File: config.mk
export PLATFORM = sky130hd
export DESIGN_NAME = axi_ar_xbar
export DESIGN_NICKNAME = d
export VERILOG_FILES = /design/src/rtl/axi_xbar_pkg.sv /design/src/rtl/rr_arbiter.sv /design/src/rtl/axi_ar_xbar.sv
export SDC_FILE = /design/constraint.sdc
export NUM_CORES = 1
export LEC_CHECK = 0
export ABC_AREA = 0
export ABC_CLOCK_PERIOD_IN_PS = 3700
export CORE_AREA = 2 2 116 73
export CTS_BUF_LIST = sky130_fd_sc_hd__clkbuf_4
export DETAILED_ROUTE_END_ITERATION = 7
export DIE_AREA = 0 0 118 75
export GPL_TIMING_DRIVEN = 1
export PLACE_DENSITY_LB_ADDON = 0.3
export SLEW_MARGIN = 10
export SYNTH_ARGS = -nofsm -noshare
export SYNTH_HDL_FRONTEND = slang
export SYNTH_SLANG_ARGS = --single-unit
File: constraint.sdc
create_clock -name clk -period 3.7 [get_ports clk]
set_clock_uncertainty 0.15 [all_clocks]
set_input_delay 0.37 -clock clk [delete_from_list [all_inputs] [get_ports clk]]
set_output_delay 0.37 -clock clk [all_outputs]
set_load 0.02 [all_outputs]
File: src/rtl/axi_xbar_pkg.sv
`default_nettype none
// +----------------------------------------------------------------------------+
// | axi_xbar_pkg                                                               |
// | Shared AXI widths, slave address map and AR crossbar state encoding.       |
// | Revision: 1.0                                                              |
// +----------------------------------------------------------------------------+
package axi_xbar_pkg;

   localparam int AXI_NUM_M   = 2;
   localparam int AXI_NUM_S   = 5;
   localparam int AXI_ID_W    = 4;
   localparam int AXI_ADDR_W  = 32;
   localparam int AXI_LEN_W   = 4;
   localparam int AXI_SIZE_W  = 3;
   localparam int AXI_BURST_W = 2;
   localparam int AXI_MAX_OUT = 4;

   // Each slave owns one 64 KiB window: slave s lives at 0x000s_0000.
   localparam logic [AXI_ADDR_W-1:0] SLV_BASE [AXI_NUM_S] = '{
      32'h0000_0000, 32'h0001_0000, 32'h0002_0000, 32'h0003_0000, 32'h0004_0000
   };
   localparam logic [AXI_ADDR_W-1:0] SLV_MASK [AXI_NUM_S] = '{
      32'hFFFF_0000, 32'hFFFF_0000, 32'hFFFF_0000, 32'hFFFF_0000, 32'hFFFF_0000
   };

   typedef enum logic [1:0] {
      ST_IDLE   = 2'd0,
      ST_HOLD   = 2'd1,
      ST_DECERR = 2'd2
   } ar_state_e;

endpackage
`default_nettype wire

File: src/rtl/rr_arbiter.sv
`default_nettype none
// +----------------------------------------------------------------------------+
// | rr_arbiter                                                                 |
// | One-hot round-robin grant; pointer moves past the winner on advance.       |
// | Revision: 1.0                                                              |
// +----------------------------------------------------------------------------+
module rr_arbiter #(
   parameter int N     = 2,
   parameter int IDX_W = (N > 1) ? $clog2(N) : 1
) (
   input  logic             clk,
   input  logic             rst,
   input  logic [N-1:0]     req,
   input  logic             advance,
   output logic [N-1:0]     grant,
   output logic [IDX_W-1:0] grant_idx
);

   logic [IDX_W-1:0] r_ptr;
   logic             w_found;
   logic [IDX_W-1:0] w_ptr_nxt;

   always_comb begin
      grant     = '0;
      grant_idx = '0;
      w_found   = 1'b0;
      for (int i = 0; i < N; i++) begin
         int k;
         k = int'(r_ptr) + i;
         if (k >= N) k = k - N;
         if (!w_found && req[k]) begin
            grant[k]  = 1'b1;
            grant_idx = IDX_W'(k);
            w_found   = 1'b1;
         end
      end
   end

   assign w_ptr_nxt = (grant_idx == IDX_W'(N - 1)) ? '0 : grant_idx + IDX_W'(1);

   always_ff @(posedge clk or negedge rst) begin
      if (!rst) begin
         r_ptr <= '0;
      end else if (advance && w_found) begin
         r_ptr <= w_ptr_nxt;
      end
   end

endmodule
`default_nettype wire

File: src/rtl/axi_ar_xbar.sv
`default_nettype none
// +----------------------------------------------------------------------------+
// | axi_ar_xbar                                                                |
// | AXI AR crossbar: round-robin master pick, single request slot, decode.     |
// | Revision: 1.0                                                              |
// +----------------------------------------------------------------------------+
module axi_ar_xbar
   import axi_xbar_pkg::*;
#(
   parameter int NUM_M   = AXI_NUM_M,
   parameter int NUM_S   = AXI_NUM_S,
   parameter int ID_W    = AXI_ID_W,
   parameter int ADDR_W  = AXI_ADDR_W,
   parameter int LEN_W   = AXI_LEN_W,
   parameter int SIZE_W  = AXI_SIZE_W,
   parameter int MAX_OUT = AXI_MAX_OUT,
   parameter int IDS_W   = ID_W + $clog2(NUM_M)
) (
   input  logic                          clk,
   input  logic                          rst,
   input  logic [NUM_M-1:0][ID_W-1:0]    arid_m,
   input  logic [NUM_M-1:0][ADDR_W-1:0]  araddr_m,
   input  logic [NUM_M-1:0][LEN_W-1:0]   arlen_m,
   input  logic [NUM_M-1:0][SIZE_W-1:0]  arsize_m,
   input  logic [NUM_M-1:0][1:0]         arburst_m,
   input  logic [NUM_M-1:0]              arvalid_m,
   output logic [NUM_M-1:0]              arready_m,
   output logic [IDS_W-1:0]              arid_s,
   output logic [ADDR_W-1:0]             araddr_s,
   output logic [LEN_W-1:0]              arlen_s,
   output logic [SIZE_W-1:0]             arsize_s,
   output logic [1:0]                    arburst_s,
   output logic [NUM_S-1:0]              arvalid_s,
   input  logic [NUM_S-1:0]              arready_s,
   input  logic [NUM_S-1:0]              rdone_s,
   output logic                          decerr_valid,
   output logic [IDS_W-1:0]              decerr_id,
   input  logic                          decerr_ready
);

   localparam int IDX_W = $clog2(NUM_M);
   localparam int SEL_W = (NUM_S > 1) ? $clog2(NUM_S) : 1;
   localparam int CNT_W = $clog2(MAX_OUT + 1);

   ar_state_e         r_state;
   ar_state_e         w_state_nxt;
   logic [NUM_M-1:0]  w_req;
   logic [NUM_M-1:0]  w_grant;
   logic [IDX_W-1:0]  w_gidx;
   logic              w_take;
   logic              w_slv_hs;
   logic              w_dec_hit;
   logic [SEL_W-1:0]  w_dec_sel;
   logic [ADDR_W-1:0] w_addr;

   logic [IDS_W-1:0]  r_arid;
   logic [ADDR_W-1:0] r_addr;
   logic [LEN_W-1:0]  r_len;
   logic [SIZE_W-1:0] r_size;
   logic [1:0]        r_burst;
   logic [SEL_W-1:0]  r_sel;

   // Only IDLE offers the slot; grant is a pure function of arvalid_m, state, pointer.
   assign w_req  = (r_state == ST_IDLE) ? arvalid_m : '0;
   assign w_take = rst && (|w_req);

   rr_arbiter #(
      .N     (NUM_M),
      .IDX_W (IDX_W)
   ) u_arb (
      .clk       (clk),
      .rst       (rst),
      .req       (w_req),
      .advance   (w_take),
      .grant     (w_grant),
      .grant_idx (w_gidx)
   );

   assign arready_m = {NUM_M{rst}} & w_grant;
   assign w_addr    = araddr_m[w_gidx];

   always_comb begin
      w_dec_hit = 1'b0;
      w_dec_sel = '0;
      // Descending scan so the lowest-index match is the one left standing.
      for (int s = NUM_S - 1; s >= 0; s--) begin
         if ((w_addr & ADDR_W'(SLV_MASK[s])) == ADDR_W'(SLV_BASE[s])) begin
            w_dec_hit = 1'b1;
            w_dec_sel = SEL_W'(s);
         end
      end
   end

   always_ff @(posedge clk or negedge rst) begin
      if (!rst) begin
         r_arid  <= '0;
         r_addr  <= '0;
         r_len   <= '0;
         r_size  <= '0;
         r_burst <= '0;
         r_sel   <= '0;
      end else if (w_take) begin
         r_arid  <= {w_gidx, arid_m[w_gidx]};
         r_addr  <= w_addr;
         r_len   <= arlen_m[w_gidx];
         r_size  <= arsize_m[w_gidx];
         r_burst <= arburst_m[w_gidx];
         r_sel   <= w_dec_sel;
      end
   end

   always_ff @(posedge clk or negedge rst) begin
      if (!rst) begin
         r_state <= ST_IDLE;
      end else begin
         r_state <= w_state_nxt;
      end
   end

   assign w_slv_hs = |(arvalid_s & arready_s);

   always_comb begin
      w_state_nxt = r_state;
      case (r_state)
         ST_IDLE:   if (w_take) w_state_nxt = w_dec_hit ? ST_HOLD : ST_DECERR;
         ST_HOLD:   if (w_slv_hs) w_state_nxt = ST_IDLE;
         ST_DECERR: if (decerr_ready) w_state_nxt = ST_IDLE;
         default:   w_state_nxt = ST_IDLE;
      endcase
   end

   generate
      for (genvar s = 0; s < NUM_S; s++) begin : g_slv
         logic [CNT_W-1:0] r_out_cnt;
         logic             w_inc;
         logic             w_dec;

         assign arvalid_s[s] = (r_state == ST_HOLD) && (r_sel == SEL_W'(s)) &&
                               (r_out_cnt < CNT_W'(MAX_OUT));
         assign w_inc = arvalid_s[s] && arready_s[s];
         assign w_dec = rdone_s[s] && (r_out_cnt != '0);

         always_ff @(posedge clk or negedge rst) begin
            if (!rst) begin
               r_out_cnt <= '0;
            end else if (w_inc && !w_dec) begin
               r_out_cnt <= r_out_cnt + CNT_W'(1);
            end else if (w_dec && !w_inc) begin
               r_out_cnt <= r_out_cnt - CNT_W'(1);
            end
         end
      end
   endgenerate

   assign arid_s       = r_arid;
   assign araddr_s     = r_addr;
   assign arlen_s      = r_len;
   assign arsize_s     = r_size;
   assign arburst_s    = r_burst;
   assign decerr_valid = (r_state == ST_DECERR);
   assign decerr_id    = r_arid;

endmodule
`default_nettype wire

==> impl_metrics.prom, run 1 <==
# TYPE chip_impl_metric gauge
chip_impl_metric{name="finalHoldViolCount",unit=""} 0
chip_impl_metric{name="portBuffers",unit=""} 163
chip_impl_metric{name="post_route_cells_drive_above_1_share",unit=""} 0.05773
chip_impl_metric{name="finalCriticalPeriod",unit="ns"} 2.810
chip_impl_metric{name="drcViolationCount",unit=""} 0
chip_impl_metric{name="clockPowerShare",unit=""} 0.153
chip_impl_metric{name="grt_max_degree",unit=""} 91
chip_impl_metric{name="core-area",unit="µm²"} 7726
chip_impl_metric{name="max_slew.worst_pin.slew",unit="ns"} 0.8839
chip_impl_metric{name="crit_required",unit="ns"} 3.18
chip_impl_metric{name="grtUsageMet3",unit=""} 0.08636
chip_impl_metric{name="cts-resized-gates",unit=""} 0
chip_impl_metric{name="htree_num_levels",unit=""} 3
chip_impl_metric{name="design.final.nets",unit=""} 648
chip_impl_metric{name="fp.dieW",unit="µm"} 118
chip_impl_info{name="critPathKind",value="reg -> out"} 1
chip_impl_metric{name="fmaxAchievable",unit="MHz"} 355.9
chip_impl_metric{name="first_pass_grt_wire_length",unit="µm"} 15760
chip_impl_metric{name="gr-usage-met1",unit=""} 0.2827
chip_impl_metric{name="synth-seq-cells",unit=""} 67
chip_impl_info{name="synth_commonest_cells",value="sky130_fd_sc_hd__nand2_1 (92), sky130_fd_sc_hd__dfrtp_1 (67), sky130_fd_sc_hd__nor2_1 (59), sky130_fd_sc_hd__a31oi_1 (44), sky130_fd_sc_hd__clkbuf_1 (13)"} 1
chip_impl_metric{name="syn-mean-instance-area",unit="µm²"} 8.979
chip_impl_metric{name="maxCapViolations",unit=""} 0
chip_impl_metric{name="power_density_over_the_cells",unit="nW/µm²"} 581.1
chip_impl_info{name="timing.critical_path.to_type",value="output port"} 1
chip_impl_metric{name="worst-endpoint-arrival",unit="ns"} 2.29
chip_impl_metric{name="postRouteAntennaNets",unit=""} 0
chip_impl_metric{name="netlist_instances",unit=""} 380
chip_impl_metric{name="cpPeakStageDelay",unit="ns"} 0.66
chip_impl_metric{name="num_vias",unit=""} 3256
chip_impl_metric{name="place.detailed.hpwl",unit="µm"} 7237
chip_impl_metric{name="r2r_slack",unit="ns"} 1.07
chip_impl_metric{name="detail_route.wirelength",unit="µm"} 9725
chip_impl_metric{name="grt_pass1_vias",unit=""} 3233
chip_impl_metric{name="pwr-share-comb",unit=""} 0.451
chip_impl_metric{name="share_seq_of_total_power",unit=""} 0.396
chip_impl_metric{name="clkLatencyLatePin",unit="ns"} 0.42
chip_impl_info{name="critPathLaunchType",value="flip-flop"} 1
chip_impl_info{name="synth_top_flop_cell",value="sky130_fd_sc_hd__dfrtp_1"} 1
chip_impl_metric{name="multi_input_comb_area",unit="µm²"} 1594
chip_impl_metric{name="synth.lib_cells_used.distinct",unit=""} 40
chip_impl_metric{name="globalplace.congestion",unit=""} 0.8058
chip_impl_metric{name="clk_path_buf_depth",unit=""} 2
chip_impl_metric{name="yosysSeqAreaShare",unit=""} 0.4914
chip_impl_metric{name="swShare",unit=""} 0.3718
chip_impl_metric{name="fillerInstances",unit=""} 673
chip_impl_metric{name="hold-worst-slack",unit="ns"} 0.2360
chip_impl_metric{name="ioPinCount",unit=""} 164
chip_impl_metric{name="length_of_the_first_detailed_routing_pass_in_iterations",unit=""} 5
chip_impl_info{name="synth_top_area_cell",value="sky130_fd_sc_hd__dfrtp_1"} 1
chip_impl_metric{name="numCtsBuffers",unit=""} 9
chip_impl_metric{name="internal-power",unit="mW"} 1.908
chip_impl_metric{name="start_util",unit=""} 0.4416
chip_impl_metric{name="report.final.setup_viol",unit=""} 0
chip_impl_info{name="synth.top_cells.by_area",value="sky130_fd_sc_hd__dfrtp_1 (49%), sky130_fd_sc_hd__nand2_1 (10%), sky130_fd_sc_hd__a31oi_1 (8.1%)"} 1
chip_impl_metric{name="placementRows",unit=""} 25
chip_impl_metric{name="yosysWarnings",unit=""} 0
chip_impl_metric{name="drt_iter0_markers",unit=""} 242
chip_impl_metric{name="synth-edff-count",unit=""} 0
chip_impl_metric{name="synth_area",unit="µm²"} 3412
chip_impl_metric{name="slew_headroom",unit=""} 0.4107
chip_impl_metric{name="critPathMaxFanout",unit=""} 4
chip_impl_metric{name="power.static_leakage",unit="nW"} 2.142
chip_impl_metric{name="met2_capacity_usage_during_global_routing",unit=""} 0.3902
chip_impl_metric{name="setup_tns_final",unit="ns"} 0
chip_impl_info{name="critPathSlowestCell",value="sky130_fd_sc_hd__clkdlybuf4s50_1"} 1
chip_impl_metric{name="postSynth.asyncResetShare",unit=""} 1.000
chip_impl_metric{name="power.ir.vdd_worst",unit="mV"} 0.2723
chip_impl_metric{name="wire_per_inst",unit="µm"} 15.08
chip_impl_metric{name="vias_per_cell",unit=""} 5.048
chip_impl_metric{name="die_outline_height",unit="µm"} 75
chip_impl_metric{name="netSwitchingPower",unit="mW"} 1.129
chip_impl_metric{name="antenna_found_initial",unit=""} 0
chip_impl_info{name="unrepaired_setup_endpoints_after_global_routing",value="false"} 1
chip_impl_info{name="tritoncts",value="done"} 1
chip_impl_metric{name="final-max-slew-violation-count",unit=""} 0
chip_impl_metric{name="floorplan.die_area",unit="µm²"} 8850
chip_impl_info{name="grt_most_used_layer",value="met2"} 1
chip_impl_metric{name="grtUsageTotal",unit=""} 0.2311
chip_impl_metric{name="areaGrowthSynthToFinish",unit="%"} 53.17
chip_impl_metric{name="ff_latch_area",unit="µm²"} 1677
chip_impl_info{name="worstPathCellList",value="nand2b_1 -> or3_1 -> nor3b_1 -> clkdlybuf4s50_1"} 1
chip_impl_info{name="yosysMostFrequentCell",value="sky130_fd_sc_hd__nand2_1"} 1
chip_impl_metric{name="antenna_cells",unit=""} 0
chip_impl_metric{name="synth_nets",unit=""} 495
chip_impl_info{name="ctsRootBufferMaster",value="sky130_fd_sc_hd__clkbuf_4"} 1
chip_impl_info{name="status",value="completed"} 1
chip_impl_info{name="hold_wc_path_type",value="in -> async"} 1
chip_impl_metric{name="synth_top_cell_area_share",unit=""} 0.4914
chip_impl_metric{name="period_share",unit=""} 0.7594
chip_impl_metric{name="cts_sinks",unit=""} 67
chip_impl_metric{name="reg_clk_slew_reported_paths",unit="ns"} 0.11
chip_impl_metric{name="grt.overflow.total",unit=""} 0
-- state kept, by name, summed over array words and instances (netlist names) --
register	flops
arid_s	5
g_slv.r_out_cnt	15
arsize_s	3
r_sel	3
arlen_s	4
arburst_s	2
araddr_s	32
u_arb.r_ptr	1
r_state	2
-- through the flow --
stage	instance area [µm²]	worst slack [ns]	instances	utilization	total power, mW
detailed placement	5091	1.116	629	0.6589	2.592
finish	5226	0.8902	645	0.6764	3.037
CTS	5226	0.8691	645	0.6764	3.071
global route	5226	0.6963	645	0.6764	3.233
global placement	5091	1.209	629	0.6589	2.545
floorplan	3412	0.8573	380	-	1.946
-- critical path: cells and delay by family, from the launching register on --
kind                   cells  cell delay, ns
flip-flops                 1            0.41
AND/OR/NAND/NOR            3            0.80
buffers and inverters      1            0.66
-- routing by layer --
metal	up-vias	part of all wire	routed length [µm]
li1	1594	-	-
met4	0	0.016	159
met2	116	0.47	4616
met1	1531	0.44	4232
met3	15	0.074	716
met5	-	0	0
-- worst paths after layout --
path,startpoint,endpoint,cells past startpoint
setup / recovery,r_state[1],arvalid_s[1],4
hold / removal,rst,g_slv[1].r_out_cnt[0],2
setup reg to reg,r_state[1],g_slv[0].r_out_cnt[2],10
hold reg to reg,araddr_s[17],araddr_s[17],2
max in group asynchronous,rst,g_slv[2].r_out_cnt[0],3
min in group clk,arid_m[5],arid_s[1],3
-- cell usage in the layout (no fill, tap or decap), types with 2 or more instances in the layout --
| cell type | synthesis | routed |
|---|---|---|
| sky130_fd_sc_hd__and2_1 | 6 | 6 |
| sky130_fd_sc_hd__ha_1 | 5 | 5 |
| sky130_fd_sc_hd__xnor2_1 | 7 | 7 |
| sky130_fd_sc_hd__dfrtp_1 | 67 | 67 |
| sky130_fd_sc_hd__inv_1 | 9 | 9 |
| sky130_fd_sc_hd__a32oi_1 | 2 | 2 |
| sky130_fd_sc_hd__o31ai_1 | 5 | 5 |
| sky130_fd_sc_hd__clkinv_1 | 0 | 2 |
| sky130_fd_sc_hd__fa_1 | 5 | 5 |
| sky130_fd_sc_hd__clkdlybuf4s50_1 | 0 | 162 |
| sky130_fd_sc_hd__o21ai_0 | 4 | 4 |
| sky130_fd_sc_hd__nor3b_1 | 2 | 2 |
| sky130_fd_sc_hd__nand2b_1 | 3 | 3 |
| sky130_fd_sc_hd__a31oi_1 | 44 | 44 |
| sky130_fd_sc_hd__nand3_1 | 3 | 2 |
| sky130_fd_sc_hd__nor4_1 | 4 | 4 |
| sky130_fd_sc_hd__nand2_1 | 92 | 92 |
| sky130_fd_sc_hd__o31ai_2 | 2 | 2 |
| sky130_fd_sc_hd__clkbuf_4 | 0 | 11 |
| sky130_fd_sc_hd__nor2_1 | 59 | 59 |
| sky130_fd_sc_hd__nor3_1 | 5 | 5 |
| sky130_fd_sc_hd__mux2i_1 | 2 | 2 |
| sky130_fd_sc_hd__xor2_1 | 8 | 8 |
| sky130_fd_sc_hd__mux2_2 | 5 | 5 |
| sky130_fd_sc_hd__buf_4 | 5 | 4 |
-- power groups by stage --
stage,Combinational [mW],Clock [mW],Sequential (mW)
2_1_floorplan,0.543,0,1.40
4_1_cts,1.38,0.481,1.21
6_report,1.37,0.465,1.20
3_5_place_dp,1.37,0,1.22
3_3_place_gp,1.34,0,1.20
5_1_grt,1.48,0.508,1.24
-- what timing repair did --
action / 4_1_cts / 5_1_grt
hold buffers: 1 / 0
endpoints found under the hold margin: 11 / 0
setup buffers: 0 / 0
-- kinds of logic (layout without fill, tap and decap cells) --
logic type | Yosys count | in the layout | synth area share
fa+ha+maj | 10 | 10 | 0.04767
xor+xnor | 15 | 15 | 0.03851
simple gates | 182 | 182 | 0.2255
flops | 67 | 67 | 0.4914
compound gates | 65 | 65 | 0.1291
mux | 7 | 7 | 0.02237
buf+inv | 34 | 191 | 0.04547
-- cell type report --
cell class	count	area share
flip-flops and latches	67	0.3208
clock buffers	11	0.01580
clock inverters	4	0.008140
repair buffers	167	0.3179
well taps	108	0.02586
inverters	9	0.006464
multi-input cells	279	0.3050
Power figures use the tool's default switching activity.
==> inputs of run 2 (changes only) <==
--- a/config.mk
+++ b/config.mk
@@ -6,11 +6,11 @@
 export NUM_CORES = 1
 export LEC_CHECK = 0
 export ABC_AREA = 0
-export ABC_CLOCK_PERIOD_IN_PS = 3700
-export CORE_AREA = 2 2 116 73
+export ABC_CLOCK_PERIOD_IN_PS = 2300
+export CORE_AREA = 2 2 126 79
 export CTS_BUF_LIST = sky130_fd_sc_hd__clkbuf_4
 export DETAILED_ROUTE_END_ITERATION = 7
-export DIE_AREA = 0 0 118 75
+export DIE_AREA = 0 0 128 81
 export GPL_TIMING_DRIVEN = 1
 export PLACE_DENSITY_LB_ADDON = 0.3
 export SLEW_MARGIN = 10
==> constraint.sdc (replaced) <==
create_clock -name clk -period 2.3 [get_ports clk]
set_clock_uncertainty 0.15 [all_clocks]
set_input_delay 0.23 -clock clk [delete_from_list [all_inputs] [get_ports clk]]
set_output_delay 0.23 -clock clk [all_outputs]
set_load 0.02 [all_outputs]
==> impl_metrics.prom, run 2 (same netlist as run 1, synthesis figures left out) <==
# TYPE chip_impl_metric gauge
chip_impl_metric{name="finish.cell_count_without_fillers",unit=""} 684
chip_impl_metric{name="power.ir.vdd_worst",unit="mV"} 0.4209
chip_impl_metric{name="postRouteAntennaNets",unit=""} 0
chip_impl_metric{name="crit_required",unit="ns"} 2.49
chip_impl_metric{name="total_power",unit="mW"} 5.163
chip_impl_metric{name="fillerInstances",unit=""} 808
chip_impl_metric{name="ioPinCount",unit=""} 164
chip_impl_metric{name="slew_headroom",unit=""} 0.7015
chip_impl_metric{name="first_pass_grt_wire_length",unit="µm"} 16120
chip_impl_metric{name="place.detailed.hpwl",unit="µm"} 7532
chip_impl_metric{name="detail_route.wirelength",unit="µm"} 10230
chip_impl_metric{name="num_vias",unit=""} 3312
chip_impl_metric{name="multi_input_comb_area",unit="µm²"} 1750
chip_impl_metric{name="fmaxAchievable",unit="MHz"} 418.4
chip_impl_info{name="min_from",value="araddr_m[45]"} 1
chip_impl_info{name="r2r-start",value="r_state[1]"} 1
chip_impl_metric{name="timing.hold.worst_path_depth",unit=""} 3
chip_impl_metric{name="start_util",unit=""} 0.3634
chip_impl_metric{name="drt_iter0_markers",unit=""} 172
chip_impl_info{name="critPathLaunchType",value="flip-flop"} 1
chip_impl_metric{name="r2r_slack",unit="ns"} -0.09
chip_impl_metric{name="numPlacedInstances",unit=""} 662
chip_impl_info{name="critPathSlowestCell",value="sky130_fd_sc_hd__dfrtp_1"} 1
chip_impl_metric{name="cpPeakStageDelay",unit="ns"} 0.39
chip_impl_info{name="violations",value="setup timing"} 1
chip_impl_metric{name="reg_clk_slew_reported_paths",unit="ns"} 0.12
chip_impl_metric{name="design.final.nets",unit=""} 674
chip_impl_info{name="unrepaired_setup_endpoints_after_global_routing",value="true"} 1
chip_impl_metric{name="antenna_cells",unit=""} 0
chip_impl_info{name="critical_path.top_delay_family",value="simple AND/OR/NAND/NOR gates"} 1
chip_impl_metric{name="critical_path.n_buffers_inverters",unit=""} 1
chip_impl_info{name="final_cell_mix",value="sky130_fd_sc_hd__clkdlybuf4s50_1 (154), sky130_fd_sc_hd__nand2_1 (91), sky130_fd_sc_hd__dfrtp_1 (67), sky130_fd_sc_hd__nor2_1 (58), sky130_fd_sc_hd__a31oi_1 (44)"} 1
chip_impl_metric{name="portBuffers",unit=""} 163
chip_impl_metric{name="fp.dieW",unit="µm"} 128
chip_impl_metric{name="vias_per_cell",unit=""} 4.842
chip_impl_info{name="worst_hold_path.endpoint",value="araddr_s[13]"} 1
chip_impl_metric{name="clk_path_buf_depth",unit=""} 2
chip_impl_info{name="timing.critical_path.to_type",value="flip-flop"} 1
chip_impl_metric{name="worst-endpoint-arrival",unit="ns"} 2.58
chip_impl_metric{name="finalCriticalPeriod",unit="ns"} 2.390
chip_impl_info{name="tritoncts",value="done"} 1
chip_impl_info{name="status",value="finished with violations"} 1
chip_impl_metric{name="floorplan.die_area",unit="µm²"} 10370
chip_impl_metric{name="grt_pass1_vias",unit=""} 3388
chip_impl_metric{name="htree_num_levels",unit=""} 3
chip_impl_metric{name="grtUsageTotal",unit=""} 0.2012
chip_impl_metric{name="length_of_the_first_detailed_routing_pass_in_iterations",unit=""} 5
chip_impl_metric{name="report.final.setup_viol",unit=""} 4
chip_impl_info{name="ctsRootBufferMaster",value="sky130_fd_sc_hd__clkbuf_4"} 1
chip_impl_metric{name="r2r_cells",unit=""} 10
chip_impl_metric{name="final_design_area_no_fill",unit="µm²"} 5654
chip_impl_metric{name="globalplace.congestion",unit=""} 0.8133
chip_impl_metric{name="final-max-slew-violation-count",unit=""} 0
chip_impl_metric{name="maxCapViolations",unit=""} 0
chip_impl_metric{name="placementRows",unit=""} 28
chip_impl_metric{name="cts_sinks",unit=""} 67
chip_impl_metric{name="drcViolationCount",unit=""} 0
chip_impl_metric{name="post_dp_cell_area",unit="µm²"} 5368
chip_impl_metric{name="period_share",unit=""} 1.039
chip_impl_info{name="worstPathCellList",value="nand2b_4 -> or3_4 -> nor3b_4 -> and2_4 -> ha_4 -> inv_2 -> fa_2 -> xor2_1 -> nor2_1 -> xnor2_1"} 1
chip_impl_metric{name="post_route_cells_drive_above_1_share",unit=""} 0.1507
chip_impl_metric{name="wire_per_inst",unit="µm"} 14.95
chip_impl_info{name="hold_wc_path_type",value="in -> reg"} 1
chip_impl_metric{name="max_slew.worst_pin.slew",unit="ns"} 0.4440
chip_impl_metric{name="antenna_found_initial",unit=""} 0
chip_impl_metric{name="power.static_leakage",unit="nW"} 2.365
chip_impl_metric{name="grt.overflow.total",unit=""} 0
chip_impl_info{name="r2r_end",value="g_slv[1].r_out_cnt[2]"} 1
chip_impl_metric{name="numCtsBuffers",unit=""} 9
chip_impl_metric{name="ff_latch_area",unit="µm²"} 1677
chip_impl_metric{name="largest_register_ff_count",unit=""} 32
chip_impl_metric{name="finalHoldViolCount",unit=""} 0
chip_impl_metric{name="areaGrowthSynthToFinish",unit="%"} 65.71
chip_impl_metric{name="core-area",unit="µm²"} 9389
chip_impl_info{name="layout.cells.most_common",value="sky130_fd_sc_hd__clkdlybuf4s50_1"} 1
chip_impl_metric{name="postLayoutSetupSlackWorst",unit="ns"} -0.09012
chip_impl_metric{name="grt_max_degree",unit=""} 37
chip_impl_metric{name="critPathMaxFanout",unit=""} 3
chip_impl_metric{name="die_outline_height",unit="µm"} 81
chip_impl_metric{name="clkLatencyLatePin",unit="ns"} 0.42
chip_impl_info{name="critPathKind",value="reg -> reg"} 1
chip_impl_metric{name="power_density_over_the_cells",unit="nW/µm²"} 913.1
## run 2: cell count changes in the layout (fill, tap and decap cells not counted), moves of 3 or more
cell,previous run,this run
sky130_fd_sc_hd__fa_2,0,5
sky130_fd_sc_hd__and2_1,6,1
sky130_fd_sc_hd__dlygate4sd2_1,0,4
sky130_fd_sc_hd__ha_4,0,4
sky130_fd_sc_hd__and2_4,0,5
sky130_fd_sc_hd__ha_1,5,1
sky130_fd_sc_hd__buf_12,0,3
sky130_fd_sc_hd__fa_1,5,0
sky130_fd_sc_hd__buf_4,4,27
sky130_fd_sc_hd__clkdlybuf4s50_1,162,154
## run 2: final cells by class
cell class / count / area share
Tap cell: 120 / 0.02655
Timing Repair Buffer: 193 / 0.3339
Clock inverter: 6 / 0.01416
Multi-Input combinational cell: 279 / 0.3096
Sequential cell: 67 / 0.2965
Clock buffer: 10 / 0.01328
Inverter: 9 / 0.005975
## run 2: routing by layer
metal	global-route usage	wire (µm)
met5	0	0
met1	0.2453	4565
met3	0.06983	880
met4	0.07253	119
met2	0.3358	4664
## run 2: worst min-delay path, delay by kind of cell
family	cells	cell delay, ns
AND/OR/NAND/NOR	1	0.05
AO/OA/AOI/OAI	1	0.07
buffers and inverters	1	0.39
## run 2: stage by stage
step / worst slack [ns] / hold WS, ns / utilization / TNS (ns)
global route: -0.1733 / 0.1779 / 0.6022 / -0.8809
finish: -0.09012 / 0.2024 / 0.6022 / -0.1849
global placement: -0.08816 / 0.1989 / 0.5717 / -0.1559
detailed placement: -0.1576 / 0.2047 / 0.5717 / -0.4937
CTS: -0.1262 / 0.1679 / 0.5957 / -0.4888
floorplan: -0.2421 / -0.2156 / - / -1.318
## run 2: where the power goes
| part | internal (mW) | leakage, nW | switching, mW |
|---|---|---|---|
| Sequential | 1.61 | 0.767 | 0.360 |
| Combinational | 1.20 | 1.52 | 1.11 |
| Clock | 0.444 | 0.0815 | 0.439 |
| Total | 3.25 | 2.36 | 1.91 |
## run 2: how the worst max path moves through the flow
stage / start / end / slack [ns] / cells after the start
2_1_floorplan: r_state[1] / g_slv[1].r_out_cnt[2] / -0.24 / 10
3_3_place_gp: r_state[1] / g_slv[1].r_out_cnt[2] / -0.09 / 10
3_5_place_dp: r_state[1] / g_slv[1].r_out_cnt[2] / -0.16 / 10
4_1_cts: r_state[1] / g_slv[0].r_out_cnt[2] / -0.13 / 10
5_1_grt: r_state[1] / g_slv[1].r_out_cnt[2] / -0.17 / 10
6_report: r_state[1] / g_slv[1].r_out_cnt[2] / -0.09 / 10
## run 2: what timing repair did
action                                 CTS  global route
hold buffers                             1             0
cloned                                   0             0
resized for setup                       23            16
setup endpoints to repair               15            16
endpoints found under the hold margin   67             0
buffers inserted                         3             2
pin swaps                                5            14
